<file path="src/rtl/riscv_ctrl_pkg.sv">
// ============================================================================
// riscv_ctrl_pkg: shared encodings for the RV32I multicycle main control.
// Revision: 1.0
// ============================================================================
`default_nettype none

package riscv_ctrl_pkg;

    localparam logic [6:0] OP_R      = 7'b0110011;
    localparam logic [6:0] OP_I      = 7'b0010011;
    localparam logic [6:0] OP_LOAD   = 7'b0000011;
    localparam logic [6:0] OP_STORE  = 7'b0100011;
    localparam logic [6:0] OP_BRANCH = 7'b1100011;
    localparam logic [6:0] OP_JAL    = 7'b1101111;

    localparam logic [1:0] ALUOP_ADD   = 2'b00;
    localparam logic [1:0] ALUOP_SUB   = 2'b01;
    localparam logic [1:0] ALUOP_FUNCT = 2'b10;

    localparam logic [3:0] ST_FETCH     = 4'd0;
    localparam logic [3:0] ST_DECODE    = 4'd1;
    localparam logic [3:0] ST_EXEC_R    = 4'd2;
    localparam logic [3:0] ST_EXEC_I    = 4'd3;
    localparam logic [3:0] ST_MEM_ADDR  = 4'd4;
    localparam logic [3:0] ST_MEM_READ  = 4'd5;
    localparam logic [3:0] ST_MEM_WB    = 4'd6;
    localparam logic [3:0] ST_MEM_WRITE = 4'd7;
    localparam logic [3:0] ST_ALU_WB    = 4'd8;
    localparam logic [3:0] ST_BRANCH    = 4'd9;
    localparam logic [3:0] ST_JAL       = 4'd10;
    localparam logic [3:0] ST_TRAP      = 4'd11;

    localparam logic [1:0] SRCA_PC    = 2'b00;
    localparam logic [1:0] SRCA_OLDPC = 2'b01;
    localparam logic [1:0] SRCA_REG   = 2'b10;

    localparam logic [1:0] SRCB_REG  = 2'b00;
    localparam logic [1:0] SRCB_IMM  = 2'b01;
    localparam logic [1:0] SRCB_FOUR = 2'b10;

    localparam logic [1:0] RES_ALUOUT = 2'b00;
    localparam logic [1:0] RES_MDR    = 2'b01;
    localparam logic [1:0] RES_ALU    = 2'b10;

endpackage

`default_nettype wire

</file>
<file path="src/rtl/ctrl_state_decode.sv">
// ============================================================================
// ctrl_state_decode: combinational Moore decode of the control state, with
// mem_ready gating in FETCH/MEM_WRITE and branch-taken gating of pc_write.
// Revision: 1.0
// ============================================================================
`default_nettype none

module ctrl_state_decode
    import riscv_ctrl_pkg::*;
(
    input  logic [3:0] state_i,
    input  logic       mem_ready_i,
    input  logic       zero_i,
    input  logic       branch_inv_i,
    output logic       mem_req_o,
    output logic       mem_we_o,
    output logic       i_or_d_o,
    output logic       ir_write_o,
    output logic       pc_write_o,
    output logic       pc_src_o,
    output logic       reg_write_o,
    output logic [1:0] alu_src_a_o,
    output logic [1:0] alu_src_b_o,
    output logic [1:0] alu_op_o,
    output logic [1:0] result_src_o,
    output logic       instr_retired_o,
    output logic       illegal_instr_o
);

    always_comb begin
        mem_req_o       = 1'b0;
        mem_we_o        = 1'b0;
        i_or_d_o        = 1'b0;
        ir_write_o      = 1'b0;
        pc_write_o      = 1'b0;
        pc_src_o        = 1'b0;
        reg_write_o     = 1'b0;
        alu_src_a_o     = SRCA_PC;
        alu_src_b_o     = SRCB_REG;
        alu_op_o        = ALUOP_ADD;
        result_src_o    = RES_ALUOUT;
        instr_retired_o = 1'b0;
        illegal_instr_o = 1'b0;
        case (state_i)
            ST_FETCH: begin
                mem_req_o   = 1'b1;
                alu_src_b_o = SRCB_FOUR;
                ir_write_o  = mem_ready_i;
                pc_write_o  = mem_ready_i;
            end
            ST_DECODE: begin
                alu_src_a_o = SRCA_OLDPC;
                alu_src_b_o = SRCB_IMM;
            end
            ST_EXEC_R: begin
                alu_src_a_o = SRCA_REG;
                alu_src_b_o = SRCB_REG;
                alu_op_o    = ALUOP_FUNCT;
            end
            ST_EXEC_I: begin
                alu_src_a_o = SRCA_REG;
                alu_src_b_o = SRCB_IMM;
                alu_op_o    = ALUOP_FUNCT;
            end
            ST_MEM_ADDR: begin
                alu_src_a_o = SRCA_REG;
                alu_src_b_o = SRCB_IMM;
            end
            ST_MEM_READ: begin
                mem_req_o = 1'b1;
                i_or_d_o  = 1'b1;
            end
            ST_MEM_WB: begin
                reg_write_o     = 1'b1;
                result_src_o    = RES_MDR;
                instr_retired_o = 1'b1;
            end
            ST_MEM_WRITE: begin
                mem_req_o       = 1'b1;
                mem_we_o        = 1'b1;
                i_or_d_o        = 1'b1;
                instr_retired_o = mem_ready_i;
            end
            ST_ALU_WB: begin
                reg_write_o     = 1'b1;
                instr_retired_o = 1'b1;
            end
            ST_BRANCH: begin
                alu_src_a_o     = SRCA_REG;
                alu_src_b_o     = SRCB_REG;
                alu_op_o        = ALUOP_SUB;
                pc_src_o        = 1'b1;
                // BEQ takes on zero, BNE (funct3[0]=1) on not-zero
                pc_write_o      = zero_i ^ branch_inv_i;
                instr_retired_o = 1'b1;
            end
            ST_JAL: begin
                alu_src_a_o = SRCA_OLDPC;
                alu_src_b_o = SRCB_FOUR;
                pc_src_o    = 1'b1;
                pc_write_o  = 1'b1;
            end
            ST_TRAP: begin
                illegal_instr_o = 1'b1;
            end
            default: begin
            end
        endcase
    end

endmodule

`default_nettype wire

</file>
<file path="src/rtl/multicycle_control.sv">
// ============================================================================
// multicycle_control: RV32I multicycle main control FSM (state register and
// next-state logic; output decode lives in ctrl_state_decode).
// Revision: 1.0
// ============================================================================
`default_nettype none

module multicycle_control
    import riscv_ctrl_pkg::*;
#(
    parameter logic [3:0] RESET_STATE = 4'd0,
    parameter bit         TRAP_STICKY = 1'b1
) (
    input  logic       clk,
    input  logic       rst,
    input  logic [6:0] opcode,
    input  logic [2:0] funct3,
    input  logic       zero,
    input  logic       mem_ready,
    output logic       mem_req,
    output logic       mem_we,
    output logic       i_or_d,
    output logic       ir_write,
    output logic       pc_write,
    output logic       pc_src,
    output logic       reg_write,
    output logic [1:0] alu_src_a,
    output logic [1:0] alu_src_b,
    output logic [1:0] alu_op,
    output logic [1:0] result_src,
    output logic       instr_retired,
    output logic       illegal_instr,
    output logic [3:0] state_dbg
);

    logic [3:0] state_q;
    logic [3:0] state_d;
    logic [3:0] w_dec_state;
    logic       w_mem_req;
    logic       w_mem_we;
    logic       w_ir_write;
    logic       w_pc_write;
    logic       w_reg_write;
    logic       w_instr_retired;
    logic       w_illegal_instr;
    logic       w_unused_funct3;

    assign w_unused_funct3 = ^funct3[2:1];

    always_comb begin
        state_d = ST_FETCH;
        case (state_q)
            ST_FETCH:     state_d = mem_ready ? ST_DECODE : ST_FETCH;
            ST_DECODE: begin
                case (opcode)
                    OP_R:               state_d = ST_EXEC_R;
                    OP_I:               state_d = ST_EXEC_I;
                    OP_LOAD, OP_STORE:  state_d = ST_MEM_ADDR;
                    OP_BRANCH:          state_d = ST_BRANCH;
                    OP_JAL:             state_d = ST_JAL;
                    default:            state_d = ST_TRAP;
                endcase
            end
            ST_EXEC_R:    state_d = ST_ALU_WB;
            ST_EXEC_I:    state_d = ST_ALU_WB;
            ST_MEM_ADDR:  state_d = (opcode == OP_LOAD) ? ST_MEM_READ : ST_MEM_WRITE;
            ST_MEM_READ:  state_d = mem_ready ? ST_MEM_WB : ST_MEM_READ;
            ST_MEM_WB:    state_d = ST_FETCH;
            ST_MEM_WRITE: state_d = mem_ready ? ST_FETCH : ST_MEM_WRITE;
            ST_ALU_WB:    state_d = ST_FETCH;
            ST_BRANCH:    state_d = ST_FETCH;
            ST_JAL:       state_d = ST_ALU_WB;
            ST_TRAP:      state_d = TRAP_STICKY ? ST_TRAP : ST_FETCH;
            default:      state_d = ST_FETCH;
        endcase
    end

    always_ff @(posedge clk) begin
        if (rst) begin
            state_q <= RESET_STATE;
        end else begin
            state_q <= state_d;
        end
    end

    // During reset the muxes show FETCH values and every enable is masked
    assign w_dec_state = rst ? ST_FETCH : state_q;

    ctrl_state_decode u_decode (
        .state_i         (w_dec_state),
        .mem_ready_i     (mem_ready),
        .zero_i          (zero),
        .branch_inv_i    (funct3[0]),
        .mem_req_o       (w_mem_req),
        .mem_we_o        (w_mem_we),
        .i_or_d_o        (i_or_d),
        .ir_write_o      (w_ir_write),
        .pc_write_o      (w_pc_write),
        .pc_src_o        (pc_src),
        .reg_write_o     (w_reg_write),
        .alu_src_a_o     (alu_src_a),
        .alu_src_b_o     (alu_src_b),
        .alu_op_o        (alu_op),
        .result_src_o    (result_src),
        .instr_retired_o (w_instr_retired),
        .illegal_instr_o (w_illegal_instr)
    );

    assign mem_req       = w_mem_req       & ~rst;
    assign mem_we        = w_mem_we        & ~rst;
    assign ir_write      = w_ir_write      & ~rst;
    assign pc_write      = w_pc_write      & ~rst;
    assign reg_write     = w_reg_write     & ~rst;
    assign instr_retired = w_instr_retired & ~rst;
    assign illegal_instr = w_illegal_instr & ~rst;
    assign state_dbg     = rst ? 4'd0 : state_q;

endmodule

`default_nettype wire

</file>
<file path="config.mk">
export PLATFORM = sky130hd
export DESIGN_NAME = multicycle_control
export DESIGN_NICKNAME = d
export VERILOG_FILES = /design/src/rtl/riscv_ctrl_pkg.sv /design/src/rtl/ctrl_state_decode.sv /design/src/rtl/multicycle_control.sv
export SDC_FILE = /design/constraint.sdc
export NUM_CORES = 1
export LEC_CHECK = 0
export CELL_PAD_IN_SITES_DETAIL_PLACEMENT = 0
export CELL_PAD_IN_SITES_GLOBAL_PLACEMENT = 2
export CORE_UTILIZATION = 20
export CTS_CLUSTER_DIAMETER = 100
export DETAILED_ROUTE_END_ITERATION = 8
export GPL_ROUTABILITY_DRIVEN = 0
export PLACE_DENSITY = 0.86
export SETUP_SLACK_MARGIN = 0.15
export SYNTH_ARGS = -nofsm -noshare
export SYNTH_HDL_FRONTEND = slang
export SYNTH_SLANG_ARGS = --single-unit
</file>
<file path="constraint.sdc">
create_clock -name clk -period 1.37 [get_ports clk]
set_input_delay 0.274 -clock clk [delete_from_list [all_inputs] [get_ports clk]]
set_output_delay 0.274 -clock clk [all_outputs]
set_load 0.02 [all_outputs]
</file>
## After elaboration in Yosys (flattened, before gate mapping)

Index checks and enable logic that the tools add are counted.

- Output and inout bits: 21
- Bits in registers: 4
- Input port bits: 14
- Logic and storage cells: 69

- Reductions and logical operators: 14
- Multiplexer cells: 20
- Equality and inequality tests: 25
- Bitwise operators: 9

Operator list:

| kind | count |
|---|---|
| 4-bit by 3-bit equality test with 1-bit output (second input constant) | 7 |
| 4-bit case mux with 7 select lines | 1 |
| 4-bit equality test (second input constant) | 6 |
| 4-bit case mux with 5 select lines | 1 |
| 4-bit by 2-bit equality test with 1-bit output (second input constant) | 4 |
| 7-bit by 6-bit equality test with 1-bit output (second input constant) | 2 |
| 7-bit equality test (second input constant) | 2 |
| 2-bit OR reduction | 7 |
| 2-bit case mux with 2 select lines | 3 |
| 3-bit OR reduction | 4 |
| 1-bit two-way mux | 9 |
| 4-bit by 1-bit equality test with 1-bit output (second input constant) | 2 |
| 4-bit logical NOT | 2 |
| 1-bit AND | 7 |
| 7-bit by 2-bit equality test with 1-bit output (second input constant) | 1 |
| 7-bit by 5-bit equality test with 1-bit output (second input constant) | 1 |
| 2-bit two-way mux | 2 |
| 4-bit two-way mux | 1 |
| 4-bit OR reduction | 1 |
| 3-bit two-way mux | 1 |
| 1-bit case mux with 3 select lines | 1 |
| 1-bit case mux with 2 select lines | 1 |
| 1-bit inverter | 1 |
| 1-bit bitwise XOR | 1 |

## Logic depth before layout (Yosys ltp)

Gate-level depths: netlist (run 1).

- Depth in word-level cells: 5
- Gate-level depth with buffers: 5
- Depth with buffers taken out: 4

## Hierarchy

From an unflattened synthesis (run 1), not the netlist that was laid out.

- Cells, all modules: 92
- Area total of the unflattened synthesis: 638.1 µm²

By module, submodules not included:

| module | seq. area each (µm²) | instances | area each (µm²) | cells an instance |
|---|---|---|---|---|
| multicycle_control | 80.1 | 1 | 387.9 | 50 |
| ctrl_state_decode | 0.0 | 1 | 250.2 | 42 |

## Least setup slack after synthesis (run 1)

Ideal clock, no wire load.

- Path kind: reg2out
- Start: register state_q[2]
- End: output reg_write
- Cell stages (with the launch flop): 6
- Slack: -0.249 ns
- Buffers on the path: 2
- Arrival time: 1.345 ns
- Path through: dfxtp_1 -> buf_4 -> buf_4 -> and2b_1 -> nand2_1 -> a211oi_1

- Cells in the longest elaborated chain, start to end: 5
- Elaborated cells on any way between the ends: 6
- Those cells by class: eq/ne: 2; mux: 2; bitwise: 1; reduce/logical: 1

RTL lines:

| element | RTL line | source |
|---|---|---|
| start, declared | multicycle_control.sv:36 | `logic [3:0] state_q;` |
| start signal, assigned | multicycle_control.sv:82 | `state_q <= state_d;` |
| 4-bit two-way mux (*) | multicycle_control.sv:87 | `assign w_dec_state = rst ? ST_FETCH : state_q;` |
| 4-bit by 3-bit equality test with 1-bit output / 4-bit equality test (equally long branches) | ctrl_state_decode.sv:44 | `case (state_i)` |
| 2-bit OR reduction (no source line) (*) | -- |  |
| 1-bit two-way mux (*) | ctrl_state_decode.sv:44 |  |
| 1-bit AND (*) | multicycle_control.sv:113 | `assign reg_write = w_reg_write & ~rst;` |
| end, declared | multicycle_control.sv:26 | `output logic reg_write,` |

Every way passes the cells marked *; elsewhere a longest branch is shown, timed or not.

## Worst setup path in the final report (run 1)

- Start: register state_q[1]
- End: output mem_req

- Cells in the longest elaborated chain, start to end: 5
- Elaborated cells on any way between the ends: 7
- Those cells by class: eq/ne: 2; mux: 2; bitwise: 1; reduce/logical: 2

RTL lines:

| element | RTL line | source |
|---|---|---|
| 4-bit two-way mux (*) | multicycle_control.sv:87 |  |
| 4-bit by 3-bit equality test with 1-bit output / 4-bit logical NOT (equally long branches) | ctrl_state_decode.sv:44 |  |
| 3-bit OR reduction (no source line) (*) | -- |  |
| 1-bit two-way mux (*) | ctrl_state_decode.sv:44 |  |
| 1-bit AND (*) | multicycle_control.sv:109 | `assign mem_req = w_mem_req & ~rst;` |
| end, declared | multicycle_control.sv:20 | `output logic mem_req,` |

Marks and branches as above.

==> impl_metrics.csv, run 1 <==
group,metric,value,unit
power_and_ir_drop,leakagePower,0.716,nW
worst_setup_path,critical_path.startpoint_type,"flop",
global_routing,grt_usage,14.3,%
cts,clk_path_buf_depth,2,
floorplan,core_area,0.00334,mm²
power_and_ir_drop,power_density,1240,mW/mm²
worst_hold_path,worstHoldStart,"rst",
global_routing,grt_max_degree,15,
cts,ctsRootBufferMaster,"clkbuf_4",
worst_setup_path,worstSetupPathType,"reg -> out",
synthesis,synth_edf_count,0,
worst_setup_path,reg2regPathDepth,8,
worst_setup_path,path_delay_family,"flip-flops",
detailed_routing,dr.pass1.iters,4,
sta,min_period,1.76,ns
floorplan,io_pins,35,
synthesis,synth.avg_cell_area,6.81,µm²
worst_setup_path,cp_num_buf_inv,2,
sta,rsz0062_at_grt,"yes",
detailed_routing,detail_route.wirelength,2660,µm
worst_setup_path,crit_slowest_cell,"dfxtp_4",
floorplan,die_h,60.9,µm
worst_setup_path,worst_ep_arrival_time,1.49,ns
worst_setup_path,required,1.10,ns
worst_setup_path,worst-path-max-fanout,7,
cells_and_area,fin_cells,222,
outcome,violations,"negative setup slack",
synthesis,ys_async_sr_fraction,0,%
synthesis,syn_nets,116,
floorplan,fp.dieW,60.9,µm
detailed_routing,final_antenna_net_count,0,
worst_setup_path,r2r-end,"state_q[1]$_SDFF_PP0_",
synthesis,yosysWarnings,0,
placement,pre_cts_ws,-0.896,ns
cells_and_area,drive_gt1_share,63.6,%
sta,slew_viol_final,0,
floorplan,start_util,20.8,%
cells_and_area,finalNetCount,192,
synthesis,ys_seq_elements,4,
detailed_routing,vias_per_cell,4.56,
cells_and_area,top_regs,"state_q (4)",
cts,cts_buffers,3,
flow_run,cap_viol_max_count,0,
worst_setup_path,crit_top_cell,"buf_6",
global_routing,overflow,0,
outcome,outcome,"finished, violations left",
cts,cts_tree,"done",
floorplan,dieArea,0.00371,mm²
synthesis,synthCells,102,
synthesis,ys_types,38,
detailed_routing,vias,1012,
worst_setup_path,reg2reg_from,"state_q[2]$_SDFF_PP0_",
sta,skew,0.00687,ns
worst_setup_path,slowest_delay,0.37,ns
placement,dp.cells,199,
cells_and_area,fillers,348,
synthesis,syn-cell-area,694,µm²
floorplan,rows,21,
sta,setup_viol,21,
worst_setup_path,endpoint_kind,"output port",
placement,port_buffers,31,
global_routing,grt_first_pass_wirelength,4020,µm
cts,htreeDepth,1,
sta,max_freq,567,MHz
detailed_routing,drc,0,
worst_hold_path,hp-class,"in -> reg",
global_routing,grt_pass1_vias,936,
power_and_ir_drop,ir_worst_vdd,0.754,mV
cts,clk_latency,0.24,ns
cells_and_area,regMostFlops,"state_q",
placement,place_hpwl,1670,µm
placement,dpl_cell_area,0.00130,mm²
cells_and_area,syn2layout_area_growth,137,%
sta,fin_ws,-0.392,ns
worst_setup_path,path_cells,"buf_6 > or3_4 > a211oi_4 > buf_6",
detailed_routing,drtIter0Drc,23,
cells_and_area,diodes,0,
worst_setup_path,regToRegSetupSlack,-0.15,ns
cts,clk_pin_slew,0.04,ns
worst_hold_path,min_to,"state_q[2]$_SDFF_PP0_",
global_routing,antenna_found_initial,0,
sta,min_period_over_period,129,%
cells_and_area,postLayoutCellArea,0.00165,mm²
worst_hold_path,hold_depth,3,
cts,cts_hold_buf,0,
cells_and_area,largest_reg_flops,4,
sta,hold_violations,0,
detailed_routing,drt-wirelength-per-cell,12.0,µm
cts,clock-sinks,4,
synthesis,ys.flop_type,"dfxtp_1",
power_and_ir_drop,finalPower,0.00204,W
synthesis,seq_area_frac_synth,11.5,%
## final cells by class
class                      instances  area, µm²  share of cell area (%)
timing repair buffer              81        768                    46.6
sequential                         4       92.6                    5.61
multi-input combinational         86        701                    42.5
inverter                           2       7.51                   0.455
clock buffer                       3       22.5                    1.37
tap                               46       57.6                    3.49
## through the flow
| stage | util (%) | hold WS [ns] | setup TNS [ns] |
|---|---|---|---|
| after floorplan | - | 0.478 | -0.0307 |
| after global placement | 39.0 | 0.687 | -14.85 |
| after detailed placement | 39.0 | 0.701 | -15.19 |
| after CTS | 45.9 | 0.547 | -3.84 |
| after global routing | 49.4 | 0.563 | -5.40 |
| final | 49.4 | 0.549 | -4.38 |
## cells in the final DEF, fill, tap and decap left out, drive strengths merged, types with 2 or more instances in the layout
cell            n
clkbuf          3
or2b            2
and3b           3
nand3           5
dlygate4sd2     3
dfxtp           4
and3            2
xnor2           2
o21ai           7
nor2           11
buf            70
a211oi          2
nand2           9
nor3            6
o22a            3
nor2b           6
clkdlybuf4s50   6
a21oi           6
nand2b          8
inv             2
a31oi           2
## timing repair
action | 4_1_cts | 5_1_grt
hold endpoints to repair | 0 | 0
buffers inserted | 13 | 6
pin swaps | 10 | 13
resized for setup | 151 | 23
endpoints found under the setup margin | 24 | 24
cloned | 1 | 0
## power breakdown
| group | leakage [nW] | internal, W | switching [W] |
|---|---|---|---|
| Sequential | 0.0353 | 0.000160 | 0.0000656 |
| Combinational | 0.667 | 0.000927 | 0.000737 |
| Clock | 0.0138 | 0.0000981 | 0.0000501 |
| Total | 0.716 | 0.00119 | 0.000853 |
## Yosys cell counts (4+ instances only)
cell	instances	area (µm²)
a21oi_1	5	25.0
nand2b_1	8	50.1
nand2_1	9	33.8
o21ai_1	4	20.0
nor2b_1	5	31.3
nor2_1	11	41.3
buf_4	5	37.5
dfxtp_1	4	80.1
nand3_1	5	25.0
## metal layers
metal,wire length [µm],GRT usage (%)
met3,106,2.56
met5,0,0
met1,1080,16.7
met4,0,0.974
met2,1480,28.1
## worst register-to-register path, cell delays in order, from the launching register on
cell and delay (ns):
dfxtp_4 0.34, buf_6 0.12, or2b_1 0.25, buf_6 0.15, buf_6 0.11, buf_6 0.11
o21ai_2 0.05, nand2b_1 0.12, a31oi_1 0.17
## how the worst max path moves through the flow
stage	slack (ns)	endpoint	cells after the start	startpoint
after floorplan	-0.02	mem_req	3	state_q[1]$_SDFF_PP0_
after global placement	-0.89	pc_write	6	rst
after detailed placement	-0.90	pc_write	6	rst
after CTS	-0.42	pc_write	6	state_q[3]$_SDFF_PP0_
after global routing	-0.44	pc_write	6	state_q[3]$_SDFF_PP0_
final	-0.39	mem_req	4	state_q[1]$_SDFF_PP0_
## logic make-up (layout without fill, tap and decap cells)
| group | Yosys count | after routing | share of synthesized area, % |
|---|---|---|---|
| compound gates | 23 | 23 | 22.2 |
| other cells | 1 | 1 | 0.540 |
| buf+inv | 12 | 86 | 11.7 |
| simple gates | 59 | 59 | 49.9 |
| mux | 1 | 1 | 1.62 |
| flops | 4 | 4 | 11.5 |
| xor+xnor | 2 | 2 | 2.52 |
No activity file was read; power rests on OpenSTA's default activity.
==> inputs of run 2 (changes only) <==
--- a/config.mk
+++ b/config.mk
@@ -7,6 +7,7 @@
 export LEC_CHECK = 0
 export CELL_PAD_IN_SITES_DETAIL_PLACEMENT = 0
 export CELL_PAD_IN_SITES_GLOBAL_PLACEMENT = 2
+export CORE_MARGIN = 3
 export CORE_UTILIZATION = 20
 export CTS_CLUSTER_DIAMETER = 100
 export DETAILED_ROUTE_END_ITERATION = 8
==> run 2 against run 1 <==
The run still ends with negative setup slack left; clock skew is essentially flat; clock power grew 3%; sequential power grew 10%; sequential share of layout area shrank 0.46 points; non-clock buffer count grew 7; core utilization grew 8.6 points; first-iteration DRC count grew 4.3%; worst hold slack gained 0.070 ns; largest cell class unchanged.
==> impl_metrics.csv, run 2 (synthesized netlist as in run 1, its figures left out) <==
group,metric,value,unit
detailed_routing,final_antenna_net_count,0,
sta,skew,0.00709,ns
flow_run,cap_viol_max_count,0,
worst_setup_path,r2r-end,"state_q[0]$_SDFF_PP0_",
worst_setup_path,worstSetupPathType,"reg -> out",
sta,fin_ws,-0.355,ns
worst_setup_path,critical_path.startpoint_type,"flop",
outcome,violations,"negative setup slack",
detailed_routing,drc,0,
sta,fin_tns_setup,-4.99,ns
cells_and_area,finalNetCount,199,
cells_and_area,diodes,0,
cts,clk_path_buf_depth,2,
power_and_ir_drop,power_density,1290,mW/mm²
worst_setup_path,cp.depth,5,
worst_setup_path,endpoint_kind,"output port",
placement,port_buffers,31,
worst_hold_path,hp-class,"in -> reg",
worst_setup_path,slowest_delay,0.40,ns
power_and_ir_drop,pwr-share-clk,6.4,%
cells_and_area,utilization,58.0,%
worst_setup_path,endpoint,"alu_src_a[1]",
cts,clk_latency,0.24,ns
sta,min_period_over_period,126,%
floorplan,io_pins,35,
detailed_routing,dr.pass1.iters,4,
cts,cts_buffers,3,
outcome,outcome,"finished, violations left",
worst_setup_path,path_cells,"buf_6 > or2b_1 > o22a_1 > nor2_4 > buf_6",
cells_and_area,top_regs,"state_q (4)",
cts,ctsRootBufferMaster,"clkbuf_4",
sta,hold_violations,0,
sta,max_freq,580,MHz
floorplan,rows,20,
cells_and_area,fillers,272,
power_and_ir_drop,p_sw,0.000968,W
cells_and_area,mostFrequentLayoutCells,"buf_6, buf_4, nand2_1",
detailed_routing,vias_per_cell,4.59,
global_routing,overflow,0,
sta,rsz0062_at_grt,"yes",
cells_and_area,final_common_cell,"buf_6",
worst_setup_path,crit_path_start,"state_q[1]$_SDFF_PP0_",
detailed_routing,drt-wirelength-per-cell,13.4,µm
power_and_ir_drop,p_int,0.00142,W
global_routing,grt_pass1_vias,1043,
worst_hold_path,worstHoldStart,"rst",
floorplan,start_util,21.9,%
worst_setup_path,cp_num_buf_inv,2,
worst_setup_path,regToRegSetupSlack,-0.22,ns
cts,cts_hold_buf,0,
global_routing,antenna_found_initial,0,
floorplan,core_area,0.00318,mm²
cells_and_area,drive_gt1_share,68.9,%
floorplan,dieArea,0.00422,mm²
cells_and_area,regMostFlops,"state_q",
sta,min_period,1.73,ns
worst_setup_path,reg2regPathDepth,8,
worst_setup_path,worst_ep_arrival_time,1.45,ns
cts,clk_pin_slew,0.04,ns
worst_setup_path,crit_top_cell,"buf_6",
cts,cts_tree,"done",
global_routing,grt_max_degree,15,
power_and_ir_drop,leakagePower,0.770,nW
worst_setup_path,worst-path-max-fanout,7,
power_and_ir_drop,power_frac_comb,83.1,%
global_routing,grt_usage,13.7,%
placement,place_hpwl,1720,µm
sta,slew_viol_final,0,
global_routing,grt_first_pass_wirelength,4460,µm
cells_and_area,syn2layout_area_growth,165,%
worst_setup_path,required,1.10,ns
floorplan,fp.dieW,64.9,µm
worst_setup_path,crit_slowest_cell,"dfxtp_4",
cts,clock-sinks,4,
detailed_routing,detail_route.wirelength,3050,µm
cells_and_area,largest_reg_flops,4,
detailed_routing,vias,1042,
sta,setup_viol,24,
power_and_ir_drop,p_sw_share,40.6,%
floorplan,die_h,64.9,µm
worst_setup_path,reg2reg_from,"state_q[1]$_SDFF_PP0_",
power_and_ir_drop,sequentialPowerShare,10.4,%
worst_setup_path,path_delay_family,"flip-flops",
power_and_ir_drop,ir_worst_vdd,0.424,mV
cts,htreeDepth,1,
detailed_routing,drtIter0Drc,24,
## run 2: cell types whose count changed in the layout (fill, tap and decap cells not counted), moves of 2 or more
cell | previous run | this run
buf_6 | 32 | 52
buf_4 | 37 | 23
a21oi_1 | 4 | 2
a21oi_2 | 2 | 4
nand2b_1 | 6 | 4
nand2b_4 | 2 | 4
nor2b_1 | 3 | 1
nor2b_4 | 2 | 4
o21ai_2 | 1 | 3
## run 2: worst min-delay path by stage
stage	to	cells past startpoint
finish	state_q[2]$_SDFF_PP0_	3
CTS	state_q[2]$_SDFF_PP0_	4
global placement	state_q[2]$_SDFF_PP0_	2
detailed placement	state_q[2]$_SDFF_PP0_	2
global route	state_q[2]$_SDFF_PP0_	3
floorplan	state_q[1]$_SDFF_PP0_	2
## run 2: worst reg2reg max path, stage by stage, from the launching register on
cell and delay (ns):
dfxtp_4 0.37, buf_6 0.13, buf_6 0.11, buf_6 0.11, buf_6 0.11, buf_6 0.11, o32a_1 0.28, o22a_1 0.19
a21oi_2 0.10
## run 2: power groups by stage
| stage | combinational (W) | clock, W | sequential (W) |
|---|---|---|---|
| 6_report | 0.00198 | 0.000153 | 0.000249 |
| 5_1_grt | 0.00210 | 0.000169 | 0.000254 |
| 4_1_cts | 0.00172 | 0.000161 | 0.000233 |
| 3_5_place_dp | 0.00123 | 0 | 0.000247 |
| 3_3_place_gp | 0.00122 | 0 | 0.000248 |
| 2_1_floorplan | 0.000835 | 0 | 0.000169 |
## run 2: area by class of cell
| class | instances | area, µm² | share of cell area (%) |
|---|---|---|---|
| clock buffers | 3 | 22.5 | 1.22 |
| multi-input cells | 86 | 763 | 41.4 |
| repair buffers | 88 | 900 | 48.8 |
| well taps | 44 | 55.1 | 2.99 |
| flip-flops and latches | 4 | 95.1 | 5.16 |
| inverters | 2 | 7.51 | 0.407 |
## run 2: per-stage QoR
step,power [W],instances,worst slack [ns],hold slack (ns),instance area (µm²)
2_1_floorplan,0.00100,102,-0.0164,0.478,805
3_3_place_gp,0.00147,200,-0.947,0.697,1320
3_5_place_dp,0.00147,200,-0.958,0.705,1320
4_1_cts,0.00211,220,-0.398,0.594,1670
5_1_grt,0.00253,227,-0.422,0.625,1840
6_report,0.00239,227,-0.355,0.619,1840
## run 2: routing by layer
metal	track usage [%]	share of wire, %	up-vias
met3	2.25	5.4	7
li1	-	-	517
met1	14.3	38	485
met4	9.23	2.1	0
met2	24.9	55	33
met5	0	0	-
## run 2: timing repair
action,CTS,global route
hold endpoints to repair,0,0
setup endpoints to repair,24,24
gates resized for setup,174,29
setup buffers,17,8
pin swaps,16,14
==> patch 1 (config.mk and constraints of run 1) <==
`TRAP_STICKY`: 1'b1 -> 1'b0.
--- a/src/rtl/multicycle_control.sv
+++ b/src/rtl/multicycle_control.sv
@@ -9,7 +9,7 @@
     import riscv_ctrl_pkg::*;
 #(
     parameter logic [3:0] RESET_STATE = 4'd0,
-    parameter bit         TRAP_STICKY = 1'b1
+    parameter bit         TRAP_STICKY = 1'b0
 ) (
     input  logic       clk,
     input  logic       rst,
Function: changed (Yosys sat finds a counterexample within 4 cycles, from zero or initial values and one cycle with rst high).
==> patch 1 against run 1 <==
- the run ends with DRC, setup timing left
- non-clock buffer count is 11 higher
- total power shrank 43%
- final area grew 11%
- first-iteration DRC count shrank 22%
- highest routed layer unchanged
- largest power group unchanged
- clock skew fell by 0.0027 ns
- setup slack gained 0.0065 ns
- synthesized area is 10% lower
- synthesized cell count is 15% lower
- global-route usage increased by 3.1 points
- routed wire length is 13% higher
- sequential cell count stayed put
- largest cell class unchanged
- core utilization is 15 points higher
==> patch 1: results (changes against run 1) <==
Detailed routing:
- The final routed DRC violation total came to 2 (+2).
- The iteration-0 DRC count of the detailed router is 18 (-22%).
- The aggregate routed wire length is 3010 um (+13%).
- The first-pass iteration count of the detailed router is 5 (+1).
- The via count normalized by instance count is 4.81 (+5.5%).

STA:
- The final sum of negative setup slack is -4.11 ns (+0.268 ns).
- The number of failing hold endpoints at the final stage is 0 (unchanged).
- The final setup slack of the worst path is -0.386 ns (+0.00646 ns).
- The post-route clock skew is 0.00415 ns (-0.00273 ns).
- The number of failing setup endpoints in the final timing report came to 20 (-4.8%).

Finish:
- The count of placed standard cells in the final layout, fillers left out is 206 (-7.2%).
- The share of layout cells above drive strength 1 is 0.800 (+0.164).
- The number of nets in the finished design is 191 (-0.52%).
- The number of inserted diodes is 0 (unchanged).

Yosys:
- The count of distinct cell types in the synthesized netlist is 43 (+13%).
- The register area share after synthesis came to 0.129 (+0.0132).
- The net count after synthesis is 101 (-13%).
- Ranked by total cell area, the synthesized netlist is headed by sky130_fd_sc_hd__dfxtp_1 13%, sky130_fd_sc_hd__nor3_1 4.8%, sky130_fd_sc_hd__nand2_1 4.8%.
- The mean area per synthesized cell is 7.16 um2 (+5.2%).
- In the synthesized netlist the dominant register cell turns out to be sky130_fd_sc_hd__dfxtp_1.
- Counting instances in the post-synthesis netlist gives the leading cell types as 8 x sky130_fd_sc_hd__nand2_1, 8 x sky130_fd_sc_hd__nor2_1, 6 x sky130_fd_sc_hd__nor3_1.
- The share of synthesized registers carrying an async set or reset is 0 (unchanged).

Critical path:
- The worst flop-to-flop path endpoint is state_q[1].
- Grouping stages by cell kind, the critical path spends the most delay in simple AND/OR/NAND/NOR gates.
- The data arrival time of the worst path is 1.48 ns.
- The slack of the worst reg-to-reg path is -0.20 ns (-0.05 ns).
- The launching element of the worst setup path is state_q[3].
- The library cell contributing the largest single delay on the critical path is sky130_fd_sc_hd__dfxtp_2.
- The critical path endpoint is pc_write.
- The worst flop-to-flop path startpoint is state_q[3].
- The logic depth of the worst register-to-register path is 8 (unchanged).
- The critical-path maximum fanout is 4 (-3).

Power and ir drop:
- The internal power contribution was 0.000688 W (-42%).
- The leakage power is 0.823 nW (+15%).
- The maximum vdd drop is 316 uV (-58%).

GRT:
- The global-route wire length before repair is 4530 um (+13%).
- The number of global-route vias before repair was 1024 (+9.4%).
- The total routing usage reported by global routing came to 0.175 (+0.0312).
- The largest net degree at the start of global routing is 9 (-6).

Placement:
- The worst setup slack after placement is -0.922 ns (-0.0263 ns).
- The number of instances in the placed design is 177 (-11%).
- The half-perimeter wire length of the detailed placement result is 1780 um (+6.2%).
- The number of I/O port buffers is 31 (unchanged).
- The post-detailed-placement cell area is 1310 um2 (+0.19%).

Clock tree:
- The number of cells upsized or downsized after cts is 166 (+9.9%).
- The number of setup buffers added after CTS is 14 (+1).
- The total clock buffers created by CTS is 3 (unchanged).
- The later pin in the worst-skew pair is clocked with a latency of 0.23 ns.

Outcome:
- The final reports fail on DRC, setup timing.
- The run finished, with violations left.

Min path:
- The cell count of the worst hold path is 3 (unchanged).
## patch 1: changes by cell type after synthesis, sizes merged, moves of 3 or more
cell	run 1	this run
nor2b	6	3
nand3	5	2
a21oi	6	3
o22a	3	0
nand2b	8	1
## patch 1: how the worst min path moves through the flow
stage | slack, ns | startpoint | endpoint
global placement | 0.72 | state_q[0] | state_q[3]
CTS | 0.56 | opcode[6] | state_q[1]
finish | 0.57 | opcode[6] | state_q[1]
global route | 0.59 | opcode[6] | state_q[1]
detailed placement | 0.71 | state_q[0] | state_q[3]
floorplan | 0.44 | opcode[5] | state_q[1]
## patch 1: per-layer routing
layer,GRT usage,up-vias,share of wire
met1,0.206,476,0.38
met2,0.332,27,0.58
met4,0.0408,0,0
met3,0.0223,0,0.038
li1,-,488,-
met5,0,-,0
## patch 1: logic make-up (layout without fill, tap and decap cells)
| logic type | count (synthesis) | in the layout | share of synthesized area |
|---|---|---|---|
| multiplexers | 1 | 1 | 0.0161 |
| XOR/XNOR | 4 | 4 | 0.0562 |
| buffers and inverters | 12 | 100 | 0.0984 |
| flip-flops | 4 | 4 | 0.129 |
| other | 1 | 1 | 0.00602 |
| AO/OA/AOI/OAI | 21 | 21 | 0.283 |
| AND/OR/NAND/NOR | 44 | 44 | 0.412 |
## patch 1: final cells by class
cell class	instances	area (um2)
Inverter	5	22.5
Sequential cell	4	92.6
Clock buffer	3	22.5
Multi-Input combinational cell	71	774
Timing Repair Buffer	92	877
Fill cell	230	1020
Tap cell	31	38.8
## patch 1: power groups by stage
stage	clock, W	sequential, W	combinational (W)
after floorplan	0	0.000144	0.000340
after global placement	0	0.000154	0.000592
after detailed placement	0	0.000154	0.000599
after CTS	0.000154	0.000157	0.000726
after global routing	0.000154	0.000164	0.000907
final	0.000147	0.000161	0.000853
==> patch 2 (settings of run 1) <==
Without the edit above. Put a register stage on the outputs `instr_retired` and `state_dbg`, with the module's reset. The values now appear one clock later. The other outputs are not delayed to match.
--- a/src/rtl/multicycle_control.sv
+++ b/src/rtl/multicycle_control.sv
@@ -111,9 +111,16 @@
     assign ir_write      = w_ir_write      & ~rst;
     assign pc_write      = w_pc_write      & ~rst;
     assign reg_write     = w_reg_write     & ~rst;
-    assign instr_retired = w_instr_retired & ~rst;
     assign illegal_instr = w_illegal_instr & ~rst;
-    assign state_dbg     = rst ? 4'd0 : state_q;
+    always_ff @(posedge clk) begin
+        if (rst) begin
+            instr_retired <= '0;
+            state_dbg     <= '0;
+        end else begin
+            instr_retired <= w_instr_retired & ~rst;
+            state_dbg     <= rst ? 4'd0 : state_q;
+        end
+    end
 
 endmodule
 
Check against the original RTL: not equivalent (a bounded check fails within 4 cycles, from zero or initial values and one cycle with rst high).
==> patch 2 against run 1 <==
- the run still ends with setup timing left
- register-to-register slack better by 0.04 ns
- final cell count down 5.0%
- routed wire length decreased by 3.3%
- core utilization rose by 0.16 points
- combinational power down 23%
- total power is 9.3% lower
- hold slack improved by 0.030 ns
- final area grew 1.9%
- sequential cell count is 5 higher
- setup slack improved by 0.035 ns
- synthesized area grew 4.0%
- via count fell by 5.6%
==> patch 2: results (changes against run 1) <==
Clock tree:
- The insertion delay of the later-clocked pin in the worst-skew pair is 0.27 ns (+0.03 ns).

Critical path:
- The critical-path maximum fanout is 4 (-3).
- The library cell contributing the largest single delay on the critical path is sky130_fd_sc_hd__or4b_4.
- The critical path endpoint is ir_write.

STA:
- The final setup slack of the worst path is -0.357 ns (+0.0350 ns).
- The post-route clock skew is 0.00413 ns (-0.00275 ns).
- The final hold slack came to 0.578 ns (+0.0297 ns).
- The final sum of negative setup slack is -3.98 ns (+0.396 ns).
- The number of failing setup endpoints in the final timing report is 16 (-24%).

Detailed routing:
- The iteration-0 DRC count of the detailed router was 16 (-30%).
- The met1 routed wirelength after detailed routing was 1030 um (-4.5%).
- The detailed route wirelength on metal2 is 1430 um (-3.7%).
- The wire length on met3 is 96 um (-9.4%).
- The routed wirelength normalized by instance count is 12.2 um (+1.7%).

Yosys:
- The post-synthesis mux area share is 0 (-0.0162).
- The register area share after synthesis is 0.250 (+0.134).
- The count of distinct cell types in the synthesized netlist is 35 (-7.9%).
- Ranked by instance count, the synthesized netlist is headed by 12 x sky130_fd_sc_hd__nor3_1, 10 x sky130_fd_sc_hd__nand2b_1, 10 x sky130_fd_sc_hd__nor2_1, 9 x sky130_fd_sc_hd__dfxtp_1.

Outcome:
- The checks that failed: setup timing.
- The run finished, with violations left.

Power and ir drop:
- The sequential fraction of design power came to 0.194 (+0.083).
- The internal power contribution was 0.00110 W (-7.6%).

GRT:
- The number of global-route vias before repair was 802 (-14%).

Finish:
- In the final layout, the registers with the most flip-flops are state_dbg (4), state_q (4), instr_retired (1).
- The layout filler cell count is 306 (-12%).
patch 2: per-stage QoR:
step	setup slack, ns	util
3_3_place_gp	-0.977	0.383
4_1_cts	-0.360	0.422
3_5_place_dp	-1.01	0.383
5_1_grt	-0.420	0.496
2_1_floorplan	-0.0905	-
6_report	-0.357	0.496
patch 2: cell type report:
type / instances / area (um2) / share of cell area
multi-input combinational: 78 / 723 / 0.430
timing repair buffer: 72 / 671 / 0.399
sequential: 9 / 195 / 0.116
tap: 46 / 57.6 / 0.0343
clock buffer: 4 / 26.3 / 0.0156
inverter: 2 / 7.51 / 0.00447
patch 2: repair_timing:
item | CTS | global route
hold buffers | 0 | 0
buffers inserted | 3 | 15
pin swaps | 6 | 9
hold endpoints to repair | 0 | 0
endpoints found under the setup margin | 25 | 19
gates resized for setup | 111 | 32
patch 2: layer usage:
layer  up-vias  track usage
li1        479            -
met5         -            0
met3         2       0.0124
met4         0       0.0571
met1       448        0.148
met2        26        0.239
